==> config.mk <==
export PLATFORM = sky130hd
export DESIGN_NAME = row_pattern_gen_flat
export DESIGN_NICKNAME = d
export VERILOG_FILES = /design/src/rtl/row_pattern_pkg.sv /design/src/rtl/row_pattern_gen_if.sv /design/src/rtl/row_pattern_gen_lfsr10.sv /design/src/rtl/row_pattern_gen.sv /design/src/flat_wrapper.sv
export SDC_FILE = /design/constraint.sdc
export NUM_CORES = 1
export LEC_CHECK = 0
export BUFFER_PORTS_ARGS = -buffer_cell sky130_fd_sc_hd__buf_2
export CELL_PAD_IN_SITES_DETAIL_PLACEMENT = 1
export CELL_PAD_IN_SITES_GLOBAL_PLACEMENT = 1
export CORE_MARGIN = 1.5
export CORE_UTILIZATION = 45
export DETAILED_ROUTE_END_ITERATION = 16
export GPL_TIMING_DRIVEN = 0
export PLACE_DENSITY = 0.86
export RECOVER_POWER = 50
export REMOVE_ABC_BUFFERS = 1
export SLEW_MARGIN = 20
export SYNTH_ARGS = -nofsm -noshare
export SYNTH_HDL_FRONTEND = slang
export SYNTH_SLANG_ARGS = --single-unit
==> constraint.sdc <==
create_clock -name clk -period 5.2 [get_ports clk]
set_clock_uncertainty 0.1 [all_clocks]
set_input_delay 0.26 -clock clk [delete_from_list [all_inputs] [get_ports clk]]
set_output_delay 0.26 -clock clk [all_outputs]
set_load 0.05 [all_outputs]
==> src/rtl/row_pattern_pkg.sv <==
// Shared definitions for row_pattern_gen.
//   state_t      : issue FSM states
//   period()     : issue period in cycles for a difficulty code (9 - d)
//   reload()     : countdown reload value for a difficulty code (period - 2)
//   LFSR_W/TAPS  : pattern LFSR width and feedback taps (x^10 + x^7 + 1)
package row_pattern_pkg;

  localparam int unsigned LFSR_W      = 10;
  localparam int unsigned LFSR_TAP_HI = 10;
  localparam int unsigned LFSR_TAP_LO = 7;

  typedef enum logic [1:0] {
    IDLE,
    COUNT,
    ISSUE
  } state_t;

  function automatic logic [3:0] period(input logic [2:0] d);
    return 4'd9 - {1'b0, d};
  endfunction

  // The countdown spends one edge on load and one on issue, hence the -2.
  function automatic logic [2:0] reload(input logic [2:0] d);
    logic [3:0] p;
    p = period(d) - 4'd2;
    return p[2:0];
  endfunction

endpackage

==> src/rtl/row_pattern_gen_if.sv <==
// Row handshake bundle between the pattern generator and its consumer.
//   row_valid : producer -> consumer, a new row is presented
//   row_ready : consumer -> producer, row accepted this cycle
//   row       : WIDTH cells, gap cells cleared, zero when row_valid is low
//   gap_pos   : lowest gap cell of the current or last row
//   row_count : accepted rows, wrapping 16-bit count
interface row_pattern_gen_if #(
  parameter int unsigned WIDTH = 16
);
  localparam int unsigned PW = $clog2(WIDTH);

  logic             row_valid;
  logic             row_ready;
  logic [WIDTH-1:0] row;
  logic [PW-1:0]    gap_pos;
  logic [15:0]      row_count;

  modport master (
    output row_valid,
    output row,
    output gap_pos,
    output row_count,
    input  row_ready
  );

  modport slave (
    input  row_valid,
    input  row,
    input  gap_pos,
    input  row_count,
    output row_ready
  );
endinterface

==> src/rtl/row_pattern_gen_lfsr10.sv <==
// Free-running 10-bit Fibonacci LFSR, x^10 + x^7 + 1, shifting toward MSB.
//   clk     : clock, advances every rising edge
//   reset_n : asynchronous active-low reset, loads seed
//   seed    : reset value (must be nonzero)
//   out     : current LFSR state
module lfsr10
  import row_pattern_pkg::*;
(
  input  logic              clk,
  input  logic              reset_n,
  input  logic [LFSR_W-1:0] seed,
  output logic [LFSR_W-1:0] out
);

  logic [LFSR_W-1:0] r_state;
  logic              w_fb;

  assign w_fb = r_state[LFSR_TAP_HI-1] ^ r_state[LFSR_TAP_LO-1];

  always_ff @(posedge clk or negedge reset_n) begin
    if (!reset_n) begin
      r_state <= seed;
    end else begin
      r_state <= {r_state[LFSR_W-2:0], w_fb};
    end
  end

  assign out = r_state;

endmodule

==> src/rtl/row_pattern_gen.sv <==
// Row pattern generator: issues one row every P(d) = 9 - d enabled cycles.
// Each row has GAP consecutive clear cells starting at gap_pos, all other
// cells set. gap_pos is drawn from an LFSR, optionally limited to move by at
// most MAX_STEP cells from the previous row.
//   clk        : clock
//   reset_n    : asynchronous active-low reset
//   enable     : advances the issue countdown
//   difficulty : period select, sampled only at countdown reload
//   bus        : row handshake (row_valid/row_ready/row/gap_pos/row_count)
module row_pattern_gen
  import row_pattern_pkg::*;
#(
  parameter int unsigned     WIDTH    = 16,
  parameter int unsigned     GAP      = 5,
  parameter int unsigned     MAX_STEP = 0,
  parameter logic [9:0]      SEED     = 10'h001
) (
  input  logic               clk,
  input  logic               reset_n,
  input  logic               enable,
  input  logic [2:0]         difficulty,
  row_pattern_gen_if.master  bus
);

  localparam int unsigned PW     = $clog2(WIDTH);
  localparam int unsigned NPOS   = WIDTH - GAP + 1;
  localparam int unsigned MAXPOS = WIDTH - GAP;

  state_t            r_state;
  state_t            w_next_state;
  logic [2:0]        r_count;
  logic [WIDTH-1:0]  r_row;
  logic [PW-1:0]     r_gap_pos;
  logic              r_have_prev;
  logic [15:0]       r_row_count;

  logic [LFSR_W-1:0] w_lfsr;
  logic              w_row_valid;
  logic              w_load;
  logic              w_dec;
  logic              w_issue;
  logic              w_accept;
  logic [PW-1:0]     w_next_gap;
  logic [WIDTH-1:0]  w_next_row;
  int unsigned       w_pos;
  int unsigned       w_prev;
  int unsigned       w_lo;
  int unsigned       w_hi;

  lfsr10 u_lfsr (
    .clk     (clk),
    .reset_n (reset_n),
    .seed    (SEED),
    .out     (w_lfsr)
  );

  // State register
  always_ff @(posedge clk or negedge reset_n) begin
    if (!reset_n) begin
      r_state <= IDLE;
    end else begin
      r_state <= w_next_state;
    end
  end

  // Next-state logic
  always_comb begin
    w_next_state = r_state;
    unique case (r_state)
      IDLE:    if (enable)                    w_next_state = COUNT;
      COUNT:   if (enable && r_count == 3'd0) w_next_state = ISSUE;
      ISSUE:   if (bus.row_ready)             w_next_state = COUNT;
      default:                                w_next_state = IDLE;
    endcase
  end

  // Output / datapath control decode
  always_comb begin
    w_row_valid = 1'b0;
    w_load      = 1'b0;
    w_dec       = 1'b0;
    w_issue     = 1'b0;
    w_accept    = 1'b0;
    unique case (r_state)
      IDLE:  w_load = enable;
      COUNT: begin
        w_dec   = enable && (r_count != 3'd0);
        w_issue = enable && (r_count == 3'd0);
      end
      ISSUE: begin
        w_row_valid = 1'b1;
        w_accept    = bus.row_ready;
        w_load      = bus.row_ready;
      end
      default: ;
    endcase
  end

  // Candidate gap position, step-limited against the previous row once one exists.
  always_comb begin
    w_prev = 0;
    w_lo   = 0;
    w_hi   = MAXPOS;
    w_pos  = 32'(w_lfsr) % NPOS;
    if (MAX_STEP > 0 && r_have_prev) begin
      w_prev = 32'(r_gap_pos);
      w_lo   = (w_prev > MAX_STEP) ? w_prev - MAX_STEP : 0;
      w_hi   = (w_prev + MAX_STEP < MAXPOS) ? w_prev + MAX_STEP : MAXPOS;
      if (w_pos < w_lo) begin
        w_pos = w_lo;
      end else if (w_pos > w_hi) begin
        w_pos = w_hi;
      end
    end
    w_next_gap = PW'(w_pos);
    w_next_row = '1;
    for (int unsigned i = 0; i < WIDTH; i++) begin
      if (i >= w_pos && i < w_pos + GAP) begin
        w_next_row[i] = 1'b0;
      end
    end
  end

  // Datapath registers
  always_ff @(posedge clk or negedge reset_n) begin
    if (!reset_n) begin
      r_count     <= '0;
      r_row       <= '0;
      r_gap_pos   <= '0;
      r_have_prev <= 1'b0;
      r_row_count <= '0;
    end else begin
      if (w_load) begin
        r_count <= reload(difficulty);
      end else if (w_dec) begin
        r_count <= r_count - 3'd1;
      end
      if (w_issue) begin
        r_row       <= w_next_row;
        r_gap_pos   <= w_next_gap;
        r_have_prev <= 1'b1;
      end
      if (w_accept) begin
        r_row_count <= r_row_count + 16'd1;
      end
    end
  end

  assign bus.row_valid = w_row_valid;
  assign bus.row       = w_row_valid ? r_row : '0;
  assign bus.gap_pos   = r_gap_pos;
  assign bus.row_count = r_row_count;

endmodule
==> src/flat_wrapper.sv <==
// flat-port wrapper written by rule: the top's interface ports become plain ports
module row_pattern_gen_flat import row_pattern_pkg::*;
#(
  parameter int unsigned     WIDTH    = 16,
  parameter int unsigned     GAP      = 5,
  parameter int unsigned     MAX_STEP = 0,
  parameter logic [9:0]      SEED     = 10'h001
)
  (clk, reset_n, enable, difficulty, bus_row_valid, bus_row, bus_gap_pos, bus_row_count, bus_row_ready);
  row_pattern_gen_if #(.WIDTH(WIDTH)) bus_i ();
  input  logic clk;
  input  logic reset_n;
  input  logic enable;
  input  logic [2:0] difficulty;
  output wire logic [$bits(bus_i.row_valid)-1:0] bus_row_valid;
  output wire logic [$bits(bus_i.row)-1:0] bus_row;
  output wire logic [$bits(bus_i.gap_pos)-1:0] bus_gap_pos;
  output wire logic [$bits(bus_i.row_count)-1:0] bus_row_count;
  input wire logic [$bits(bus_i.row_ready)-1:0] bus_row_ready;
  assign bus_row_valid = bus_i.row_valid;
  assign bus_row = bus_i.row;
  assign bus_gap_pos = bus_i.gap_pos;
  assign bus_row_count = bus_i.row_count;
  assign bus_i.row_ready = bus_row_ready;
  row_pattern_gen #(.WIDTH(WIDTH), .GAP(GAP), .MAX_STEP(MAX_STEP), .SEED(SEED)) u_core (.clk(clk), .reset_n(reset_n), .enable(enable), .difficulty(difficulty), .bus(bus_i));
endmodule
==> metrics.md <==
| Metric | Value |
|---|---|
| Die height | 89.7 um |
| CP Capture Type | flip-flop |
| Crit path max-delay family | compound AO/OA/AOI/OAI gates |
| Overall power | 1050 uW |
| RSZ-0062 raised after global routing | false |
| Levels on crit path | 13 |
| IO Port Bufs | 43 |
| Standard-cell rows | 31 |
| Total track usage | 22.8% |
| Maximum VDD drop | 0.156 mV |
| Synthesized instance count | 356 |
| First-pass detailed-route iteration total | 4 |
| Crit-path slowest cell | dfrtp_1 |
| Failing checks | capacitance limit, slew limit |
| Vias in the first global route | 2932 |
| Worst skew pair latency | 0.32 ns |
| Async SR Flop Fraction | 100% |
| DRT iter0 DRCs | 133 |
| Ant diodes | 0 |
| Kind of critical path | reg -> reg |
| Synth top cells by count | dfrtp_1 (50), nor2_1 (32), nand2_1 (25) |
| GR Overflow Total | 0 |
| Register area share after synthesis | 37.8% |
| WHS | 0.0276 ns |
| Fin. Hold Viols | 0 |
| First-pass GRT wire length | 15100 um |
| Starting Density | 46.6% |
| Tightest Pin Transition | 2.74 ns |
| Num ports | 44 |
| Leakage power | 0.00158 uW |
| Dominant cells by area after synthesis | dfrtp_1 (37%), xnor2_1 (4.7%), nor2_1 (3.6%) |
| Worst path required time | 5.30 ns |
| Cell Chain, Critical Path | ha_1 -> nand3b_1 -> a32o_1 -> a211oi_2 -> o2bb2ai_1 -> o21ai_1 -> o211a_1 -> nor2_1 -> a21oi_1 -> o21ai_2 -> nor2_2 -> a221oi_1 -> nor2_1 |
| Die ar. | 8050 um2 |
| DRC | 0 |
| Min Clock Period, post-route | 4.75 ns |
| Htree depth | 2 |
| Hold Crit Class | in -> reg |
| Critical path's most frequent cell | nor2_1 |
| Wire per inst | 18.1 um |
| Buffer and inverter count on the worst path | 0 |
| DP HPWL | 6240 um |
| Ys flop type | dfrtp_1 |
| Status | complete, but fails checks |
| Syn_area_per_cell | 9.50 um2 |
| Post-Layout Cell Count | 489 |
| Root Driver | clkbuf_8 |
| Post-Place Cells | 478 |
| Sink Count | 51 |
| Bufs on Longest Clock Path | 2 |
| Relative slew slack | -82.4% |
| Core area | 7250 um2 |
| Nets@finish | 404 |
| Register bit count reported by yosys | 51 |
| Yosys warnings | 0 |
| Antenna-violating nets left | 0 |
| Vias per cell | 5.93 |
| Global placement routability congestion | 0.857 |
| Crit path DAT | 4.84 ns |
| FMAX | 211 MHz |
| Startpoint types | flip-flop |
| Slew Limit Fails | 52 |
| Hold Path Depth | 2 |
| Top-count cell post-synth | dfrtp_1 |
| Part of the cycle the worst path needs | 91.3% |
| Routed vias | 2902 |
| EDFF count, synth | 0 |
| Yosys top cell area share | 37.0% |
| P&R area growth vs syn | 10.6% |
| Max incr delay on CP | 0.85 ns |
| R2R depth | 13 |
| Cts bufs inserted | 5 |
| Synth area leader | dfrtp_1 |
| Max Cap Violations | 1 |
| Detailed Route WL | 8850 um |
| Max FO, Critical Path | 23 |
| Initial antenna violation count | 0 |
| CTS clk-pin slew, worst paths | 0.10 ns |
| Yosys cell types | 75 |
| CTS tree | done |
| Die width | 89.7 um |
| Power per cell area | 281 nW/um2 |
| Fin Setup TNS | 0 ns |
| Share of layout cells above drive strength 1 | 17.7% |
| Mapped Area | 3380 um2 |
| Final setup viols | 0 |
| Largest net degree at the start of global routing | 52 |
==> final timing paths <==
check                                          from                        to  slack (ns)
hold / removal                        difficulty[1]         u_core.r_count[1]        0.03
min in group asynchronous                   reset_n         u_core.r_count[1]        1.26
hold reg to reg            u_core.bus.row_count[15]  u_core.bus.row_count[15]        0.38
setup reg to reg               u_core.u_lfsr.out[8]           u_core.r_row[5]        0.45
max in group asynchronous                   reset_n      u_core.u_lfsr.out[2]        2.18
setup / recovery               u_core.u_lfsr.out[8]           u_core.r_row[5]        0.45
==> worst reg2reg max path, cell delays in order (launching register included) <==
cell and delay [ns]:
dfrtp_1 0.85, ha_1 0.40, nand3b_1 0.26, a32o_1 0.39, a211oi_2 0.42, o2bb2ai_1 0.20
o21ai_1 0.13, o211a_1 0.29, nor2_1 0.36, a21oi_1 0.17, o21ai_2 0.51, nor2_2 0.13
a221oi_1 0.33, nor2_1 0.09
==> routing by layer <==
metal  up-vias  share of wire [%]  track usage, %  wire length (um)
met1      1470                 45            30.3              4000
li1       1359                  -               -                 -
met5         -                  0               0                 0
met4         0                1.3            5.16               114
met3        10                3.2            3.21               285
met2        63                 50            39.2              4450
==> power breakdown <==
group	leakage [uW]	switching (uW)	total, uW	internal (uW)
Clock	0.0000548	147	292	145
Sequential	0.000639	49.9	531	481
Combinational	0.000882	137	228	90.7
==> cells by family after synthesis <==
group	after synthesis	share of synthesized area, %
adder cells (fa/ha/maj)	8	2.96
AO/OA/AOI/OAI	93	22.5
AND/OR/NAND/NOR	139	22.4
flip-flops	51	37.8
XOR/XNOR	23	5.95
multiplexers	10	3.51
buffers and inverters	32	4.92
==> final cells by class <==
class,instances,area [um2]
flip-flops and latches,51,1280
fillers,862,3510
multi-input cells,273,1950
clock inverters,3,46.3
repair buffers,46,234
well taps,99,124
inverters,12,45.0
clock buffers,5,68.8
==> layout by cell type (no fill, tap or decap), types with 11 or more instances in the layout <==
cell     count
nand2_1     25
xnor2_1     18
a21oi_1     16
and2_1      17
inv_1       11
nand3_1     17
buf_2       34
nor2_1      31
dfrtp_1     50
==> flip-flops by register name, summed over array words and instances, names as in the netlist <==
signal and flops:
u_core.bus.row_count 16, u_core.r_count 3, u_core.r_state 2, u_core.u_lfsr.out 10, u_core.bus.gap_pos 4, u_core.r_row 16
==> what timing repair did <==
item | CTS | global route
buffers inserted | 0 | 0
endpoints found under the hold margin | 1 | 51
hold buffers | 1 | 2
resized for setup | 0 | 1
setup endpoints to repair | 0 | 6
==> stage by stage <==
stage               util [%]  cell area [um2]  setup WS, ns
CTS                     51.4             3730         0.260
global placement        49.6             3600         0.200
floorplan                  -             3260          1.00
finish                  51.6             3740         0.455
global route            51.6             3740        0.0891
detailed placement      49.7             3600         0.359
(Power assumes the default switching activity.)
